### src/rtl/q15_div_sequencer_pkg.sv
// Shared Q15 definitions for the divide sequencer: data width, special values
// and the sequencer state encoding.
package q15_div_sequencer_pkg;

    localparam int Q15_DATA_W = 64;

    localparam logic [Q15_DATA_W-1:0] Q15_NAN = 64'h8000_0000_0000_0000;
    localparam logic [Q15_DATA_W-1:0] Q15_ONE = 64'h0000_0000_0000_8000;

    typedef enum logic [1:0] {
        ST_IDLE   = 2'd0,
        ST_LAUNCH = 2'd1,
        ST_SETTLE = 2'd2,
        ST_WAIT   = 2'd3
    } seq_state_t;

endpackage

### src/rtl/q15_result_fifo.sv
// Two-entry result FIFO; the head entry is always presented on the output.
module q15_result_fifo #(
    parameter int ENTRY_W = 8
) (
    input  logic               clk,
    input  logic               reset,
    input  logic               push,
    input  logic [ENTRY_W-1:0] push_data,
    input  logic               pop,
    output logic               full,
    output logic               valid,
    output logic [ENTRY_W-1:0] head
);

    logic [ENTRY_W-1:0] mem [2];
    logic               wr_ptr;
    logic               rd_ptr;
    logic [1:0]         count;
    logic               do_push;
    logic               do_pop;

    assign full    = (count == 2'd2);
    assign valid   = (count != 2'd0);
    assign do_push = push && !full;
    assign do_pop  = pop && valid;
    assign head    = mem[rd_ptr];

    always_ff @(posedge clk or negedge reset) begin
        if (!reset) begin
            mem[0] <= '0;
            mem[1] <= '0;
            wr_ptr <= 1'b0;
            rd_ptr <= 1'b0;
            count  <= 2'd0;
        end else begin
            if (do_push) begin
                mem[wr_ptr] <= push_data;
                wr_ptr      <= ~wr_ptr;
            end
            if (do_pop) begin
                rd_ptr <= ~rd_ptr;
            end
            case ({do_push, do_pop})
                2'b10:   count <= count + 2'd1;
                2'b01:   count <= count - 2'd1;
                default: ;
            endcase
        end
    end

endmodule

### src/rtl/q15_div_sequencer.sv
// Sequences one request at a time through an external Q15 divider and queues
// tagged results (or timeout markers) in a two-entry FIFO.
//
// state  | meaning
// IDLE   | waiting for a request while the result FIFO has space
// LAUNCH | one-cycle launch pulse to the divider
// SETTLE | divider status not yet valid, ignored for one cycle
// WAIT   | waiting for div_busy low or timeout, then capture
module q15_div_sequencer
    import q15_div_sequencer_pkg::*;
#(
    parameter int TAG_W   = 4,
    parameter int TIMEOUT = 255
) (
    input  logic                  clk,
    input  logic                  reset,
    input  logic                  in_valid,
    output logic                  in_ready,
    input  logic [Q15_DATA_W-1:0] in_a,
    input  logic [Q15_DATA_W-1:0] in_b,
    input  logic [TAG_W-1:0]      in_tag,
    output logic                  div_launch,
    output logic [Q15_DATA_W-1:0] div_a,
    output logic [Q15_DATA_W-1:0] div_b,
    input  logic                  div_busy,
    input  logic [Q15_DATA_W-1:0] div_res,
    output logic                  out_valid,
    input  logic                  out_ready,
    output logic [Q15_DATA_W-1:0] out_res,
    output logic [TAG_W-1:0]      out_tag,
    output logic                  out_timeout
);

    localparam int CNT_W   = $clog2(TIMEOUT + 1);
    localparam int ENTRY_W = Q15_DATA_W + TAG_W + 1;

    seq_state_t            state;
    seq_state_t            state_nxt;
    logic [Q15_DATA_W-1:0] op_a;
    logic [Q15_DATA_W-1:0] op_b;
    logic [TAG_W-1:0]      op_tag;
    logic [CNT_W-1:0]      wait_cnt;
    logic [CNT_W-1:0]      wait_nxt;
    logic                  accept;
    logic                  push;
    logic [Q15_DATA_W-1:0] push_res;
    logic                  push_to;
    logic                  fifo_full;
    logic [ENTRY_W-1:0]    fifo_head;

    // Gated by reset directly so in_ready is low while reset is held and
    // high in the very first cycle after release.
    assign in_ready = reset && (state == ST_IDLE) && !fifo_full;
    assign div_a    = op_a;
    assign div_b    = op_b;

    always_comb begin
        state_nxt  = state;
        wait_nxt   = wait_cnt;
        accept     = 1'b0;
        push       = 1'b0;
        push_res   = div_res;
        push_to    = 1'b0;
        div_launch = 1'b0;
        case (state)
            ST_IDLE: begin
                if (in_valid && in_ready) begin
                    accept    = 1'b1;
                    wait_nxt  = CNT_W'(TIMEOUT);
                    state_nxt = ST_LAUNCH;
                end
            end
            ST_LAUNCH: begin
                div_launch = 1'b1;
                state_nxt  = ST_SETTLE;
            end
            ST_SETTLE: begin
                state_nxt = ST_WAIT;
            end
            ST_WAIT: begin
                if (!div_busy) begin
                    if (!fifo_full) begin
                        push      = 1'b1;
                        state_nxt = ST_IDLE;
                    end
                end else if (wait_cnt <= CNT_W'(1)) begin
                    // terminal count: this is the TIMEOUT-th busy cycle
                    push_res = Q15_NAN;
                    push_to  = 1'b1;
                    if (!fifo_full) begin
                        push      = 1'b1;
                        state_nxt = ST_IDLE;
                    end
                end else begin
                    wait_nxt = wait_cnt - CNT_W'(1);
                end
            end
            default: state_nxt = ST_IDLE;
        endcase
    end

    always_ff @(posedge clk or negedge reset) begin
        if (!reset) begin
            state    <= ST_IDLE;
            wait_cnt <= '0;
            op_a     <= '0;
            op_b     <= '0;
            op_tag   <= '0;
        end else begin
            state    <= state_nxt;
            wait_cnt <= wait_nxt;
            if (accept) begin
                op_a   <= in_a;
                op_b   <= in_b;
                op_tag <= in_tag;
            end
        end
    end

    q15_result_fifo #(
        .ENTRY_W (ENTRY_W)
    ) u_result_fifo (
        .clk       (clk),
        .reset     (reset),
        .push      (push),
        .push_data ({push_res, op_tag, push_to}),
        .pop       (out_ready),
        .full      (fifo_full),
        .valid     (out_valid),
        .head      (fifo_head)
    );

    assign {out_res, out_tag, out_timeout} = fifo_head;

endmodule
### config.mk
export PLATFORM = sky130hd
export DESIGN_NAME = q15_div_sequencer
export DESIGN_NICKNAME = d
export VERILOG_FILES = /design/src/rtl/q15_div_sequencer_pkg.sv /design/src/rtl/q15_result_fifo.sv /design/src/rtl/q15_div_sequencer.sv
export SDC_FILE = /design/constraint.sdc
export NUM_CORES = 1
export LEC_CHECK = 0
export BUFFER_PORTS_ARGS = -buffer_cell sky130_fd_sc_hd__buf_4
export CAP_MARGIN = 20
export CORE_MARGIN = 5
export CORE_UTILIZATION = 25
export CTS_CLUSTER_DIAMETER = 100
export DETAILED_ROUTE_END_ITERATION = 12
export HOLD_SLACK_MARGIN = 0.1
export PLACE_DENSITY = 0.45
export SYNTH_ARGS = -nofsm -noshare
export SYNTH_HDL_FRONTEND = slang
export SYNTH_SLANG_ARGS = --single-unit
### constraint.sdc
create_clock -name clk -period 2.6 [get_ports clk]
set_input_delay 0.52 -clock clk [delete_from_list [all_inputs] [get_ports clk]]
set_output_delay 0.52 -clock clk [all_outputs]
set_load 0.03 [all_outputs]
## After elaboration in Yosys (flattened, before gate mapping)

Cells that the tools add are included.

- Output and inout bits: 200
- Word-level logic and storage cells: 73
- Input port bits: 201
- Register bits after elaboration: 284

- Order comparisons: 4
- Add/sub/neg operators: 3
- Reduce and logical (&&, ||, !) cells: 13
- Equality and inequality tests: 10
- Muxes and demuxes: 29
- Bitwise gates (word level): 4

Operator list:

| kind | number |
|---|---|
| $mux 69 | 4 |
| $mux 64 | 3 |
| $bwmux 138 | 1 |
| $demux 69 s1 | 1 |
| $mux 8 | 3 |
| $pmux 8 s2 | 1 |
| $mux 1 | 10 |
| $eq 2x2->1 const B | 4 |
| $le 8x1->1 const B | 1 |
| $mux 2 | 4 |
| $pmux 2 s4 | 1 |
| $sub 8x1->8 const B | 1 |
| $logic_and 1x1->1 | 6 |
| $reduce_bool 2->1 | 3 |
| $eq 2x1->1 const B | 2 |
| $ge 2x2->1 const B | 2 |
| $ne 2x2->1 const B | 2 |
| $not 1->2 | 2 |
| $pmux 2 s2 | 1 |
| $reduce_and 4->1 | 1 |
| $ne 3x3->1 const B | 1 |
| $add 2x1->2 const B | 1 |
| $logic_not 2->1 | 1 |
| $lt 2x1->1 const B | 1 |
| 5 further kinds | 6 |

## Logic depth before layout (Yosys ltp)

- Word-level depth: 8
- Depth in mapped cells: 10

## Cells and area by module

From an unflattened synthesis, not the netlist that was laid out.

- Cells, all modules: 815
- Area total of the unflattened synthesis: 12340.6 um2

By module, submodules not included:

| module | cells each | area an instance (um2) | instances |
|---|---|---|---|
| q15_div_sequencer | 429 | 6221.0 | 1 |
| q15_result_fifo | 386 | 6119.6 | 1 |

## Least setup slack after synthesis

No wires, ideal clock.

- Path kind: reg2reg
- Start: register wait_cnt[2]
- End: register u_result_fifo.count[1]
- Setup slack: 0.395 ns
- Arrival time: 2.126 ns
- Period minus slack after synthesis: 2.205 ns
- Setup time: 0.079 ns
- Cell stages (with the launch flop): 8
- Data required time: 2.521 ns
- Path through: dfrtp_1 or4_4 o41ai_4 buf_6 nand3_1 ha_1 nor2_1 xor2_1

- Longest elaborated chain between the ends: 7

Ends and longest elaborated chain:

| element | line | source |
|---|---|---|
| start: declaration | q15_div_sequencer.sv:42 | `logic [CNT_W-1:0] wait_cnt;` |
| start signal: assignment | q15_div_sequencer.sv:111 | `wait_cnt <= wait_nxt;` |
| $le 8x1->1 * | q15_div_sequencer.sv:86 | `end else if (wait_cnt <= CNT_W'(1)) begin` |
| $mux 1 * | q15_div_sequencer.sv:86 |  |
| $mux 1 * | q15_div_sequencer.sv:81 | `if (!div_busy) begin` |
| $mux 1 * | q15_div_sequencer.sv:65 | `case (state)` |
| $logic_and 1x1->1 * | q15_result_fifo.sv:24 | `assign do_push = push && !full;` |
| $eq 2x1->1 or $eq 2x2->1 (tied branches) | q15_result_fifo.sv:43 | `case ({do_push, do_pop})` |
| $pmux 2 s2 or $reduce_bool 2->1 (tied branches) | - |  |
| end signal: assignment | q15_result_fifo.sv:44 | `2'b10: count <= count + 2'd1;` |
| end signal: assignment | q15_result_fifo.sv:45 | `2'b01: count <= count - 2'd1;` |
| end: declaration | q15_result_fifo.sv:18 | `logic [1:0] count;` |

Every way passes the cells marked *; elsewhere a longest branch is shown, timed or not.
A chain may end at the register's enable or synchronous reset.

## Worst setup path after layout

- Start: register u_result_fifo.rd_ptr
- End: output port out_res[46]

- Longest elaborated chain between the ends: 4

Ends and longest elaborated chain:

| element | line | source |
|---|---|---|
| start: declaration | q15_result_fifo.sv:17 | `logic rd_ptr;` |
| start signal: assignment | q15_result_fifo.sv:41 | `rd_ptr <= ~rd_ptr;` |
| $not 1->2 (implied by the code) | q15_result_fifo.sv:26 | `assign head = mem[rd_ptr];` |
| $mux 69 (implied by the code) (3 in series) | q15_result_fifo.sv:26 |  |
| end: declaration | q15_div_sequencer.sv:29 | `output logic [Q15_DATA_W-1:0] out_res,` |

No other way between the ends. The select of a mux whose other input is x is not followed.

==> metrics <==
outcome=finished clean; post-detailed-routing wire length=37.7 mm; M1 GR Usage=18.0%; min cycle time layout=about 2.4 ns; CTS tree=done; dpl hpwl=26.6 mm; Final Util=between 30% and 40%; die extent in y=roughly 220 µm; Yosys top cell by area=dfrtp_1; DR vias/cell=approximately 4.5; max_slew headroom=a little under half; Hold Slack=approximately 0.21 ns; layout net count=~1.4k; max cap viols=0; core area=roughly 45000 µm²; Port Buf Inserts=400; worst-margin pin slew=0.803 ns; Initial Utilization=approximately 25%; cells after synthesis=between 700 and 800; LEAKAGE=7.99 nW; IO Count=approximately 400; CTS root buffer=clkbuf_16; fraction of registers with async set or reset after synthesis=100%; Critical Path, Cell by Cell=buf_12 > mux2_2 > buf_4; GRT Util Overall=~15%; Num CTS Buffers=35; number of global-route vias before repair=roughly 9.0k; Yosys reg bits=284; Tot Pwr=between 20 and 30 mW; DR pass1 iterations=4; met3 Use GR=7.23%; Yosys warnings=0; DRT iter0 DRCs=between 300 and 400; global route hottest layer=met2; startpoint types=flip-flop; Sink Count=between 200 and 300; H-tree depth=2; final instance area=~17000 µm²; critical path type=reg2out; Congestion Overflow GR=0; Std-Cell Rows=approximately 80; Post-Syn Area=between 10000 and 15000 µm²; Gate power share=between 40% and 50%; Synth cell types=45; top_reg_cell synth=dfrtp_1; clock insertion delay at the later pin of the skew report=roughly 0.54 ns; post-route setup TNS=0 ns; Synth top area share=61.7%; Net Count, Synth=986; largest net degree at the start of global routing=~140; internal power=15.4 mW; clk slew on worst S/H paths=roughly 0.060 ns; maximum clock frequency=slightly above 400 MHz; Max Buffers Root-to-Sink=3; DIE AREA=approximately 50000 µm²; Largest delay share family, worst path=flip-flops; final slew viol count=0; syn avg cell area=roughly 15 µm²; period utilization=between 90% and 100%; via count=between 8k and 9k; RSZ-0062 raised after global routing=no; Critical Path AT=1.91 ns; number of flops mapped to enable cells by yosys=0; Switch Pwr=approximately 10 mW; Worst path slowest cell=dfrtp_4; CP max FO=14; area grow syn2layout=44.6%; Final Hold Violating Endpoints=0; crit path buf inv count=2; Hold Path Class=in2reg; placed cell area=~15000 µm²; layout cells sized above 1=roughly 58%; Setup Skew=between 0.02 and 0.025 ns; initial antenna violation count=2; clock power share=19.7%; maximum VDD drop=0.792 mV; WL/cell=just over 20 µm; Die Wd=~220 µm; Antenna Nets Post-Route=0; Seq pwr share=just over 30%; CP endpoint kind=output port; GRT met2 Usage=22.9%; synth top area cells=dfrtp_1, mux2_2, a22o_1; WP data required=between 2 and 2.5 ns; GP Congestion=0.749; first-pass GRT wire length=57.0 mm; slowest stage delay, CP=~0.63 ns; switching share of power=about two fifths; sequential area share after synthesis=approximately three fifths; final-report setup violation count=0; drt drc=0; PD cells=~1500 nW/µm²
power groups by stage:
stage	clock network (mW)	logic [mW]	registers, mW
after floorplan	0	6.09	9.56
after global placement	0	12.9	7.82
after detailed placement	0	12.9	7.84
after CTS	5.23	13.0	7.80
after global routing	5.42	13.5	8.07
final	5.05	12.7	7.79
kinds of logic (layout without fill, tap and decap cells):
kind of cell	after synthesis	count (layout)	share of synthesized area [%]
adder cells (fa/ha/maj)	7	7	0.761
other	0	2	0
flip-flops	284	284	61.7
multiplexers	209	209	20.6
XOR/XNOR	4	4	0.304
AO/OA/AOI/OAI	158	158	11.7
AND/OR/NAND/NOR	50	50	2.45
buffers and inverters	66	499	2.52
path summary, 6_finish.rpt:
check | startpoint | end | slack, ns | depth (start not counted)
worst max-delay path | u_result_fifo.rd_ptr | out_res[46] | 0.17 | 3
worst min-delay path | in_a[60] | div_a[60] | 0.21 | 2
worst max register to register | wait_cnt[2] | u_result_fifo.count[1] | 0.26 | 6
worst min register to register | u_result_fifo.mem[114] | u_result_fifo.mem[114] | 0.49 | 1
max in group asynchronous | reset | u_result_fifo.mem[36] | 0.96 | 4
min in group asynchronous | reset | div_b[42] | 0.56 | 3
layout by cell type, fill, tap and decap left out, drive strengths merged, types with 4 or more instances in the layout:
| cell | n |
|---|---|
| nor2 | 10 |
| buf | 427 |
| clkbuf | 56 |
| a22o | 126 |
| a21oi | 10 |
| o21ai | 5 |
| dfrtp | 284 |
| nand2 | 9 |
| nand3 | 4 |
| nor3 | 5 |
| inv | 10 |
| ha | 7 |
| mux2 | 209 |
metal layers:
layer,vias up,share of wire (%)
met2,301,46
li1,3703,-
met5,-,0.040
met1,4161,41
met4,2,1.8
met3,40,11
repair_timing:
action                                 in CTS  in global routing
cloned                                      0                  0
setup endpoints to repair                   3                  1
buffers inserted                            1                  0
endpoints found under the hold margin      30                  0
gates resized for setup                     0                  1
hold buffers                                1                  0
Yosys cell counts (2+ instances only):
| master | n |
|---|---|
| buf_2 | 10 |
| a22oi_1 | 2 |
| buf_6 | 4 |
| or2_2 | 2 |
| and3_1 | 2 |
| nor2_1 | 10 |
| dfrtp_1 | 284 |
| o21ai_0 | 5 |
| xor2_1 | 2 |
| buf_1 | 7 |
| a22o_1 | 126 |
| nor4_1 | 3 |
| nor3_1 | 5 |
| nand2_1 | 8 |
| a21oi_1 | 10 |
| inv_1 | 9 |
| nand2b_1 | 2 |
| mux2_2 | 205 |
| or3_1 | 2 |
| clkbuf_1 | 36 |
| ha_1 | 7 |
| a211oi_1 | 2 |
| xnor2_1 | 2 |
| or4_1 | 2 |
| nand3_1 | 4 |
| a311oi_1 | 3 |
| and4_1 | 3 |
| mux2_4 | 4 |
through the flow:
stage,setup slack [ns],std cells
finish,0.172,1813
CTS,0.0683,1811
floorplan,0.395,778
global placement,0.281,1747
detailed placement,0.283,1747
global route,0.0753,1811
state kept, by name, summed over array words and instances (netlist names):
| register | count |
|---|---|
| u_result_fifo.mem | 138 |
| div_a | 64 |
| div_b | 64 |
| wait_cnt | 8 |
| op_tag | 4 |
| state | 2 |
| u_result_fifo.count | 2 |
| u_result_fifo.rd_ptr | 1 |
| u_result_fifo.wr_ptr | 1 |
cell type report:
cell class	count	area, µm²
Fill cell	4517	28800
Antenna cell	2	5.00
Sequential cell	284	7110
Multi-Input combinational cell	428	4140
Clock inverter	6	120
Inverter	9	33.8
Tap cell	600	751
Timing Repair Buffer	428	3410
Clock buffer	56	1080
Power figures use the tool's default switching activity.
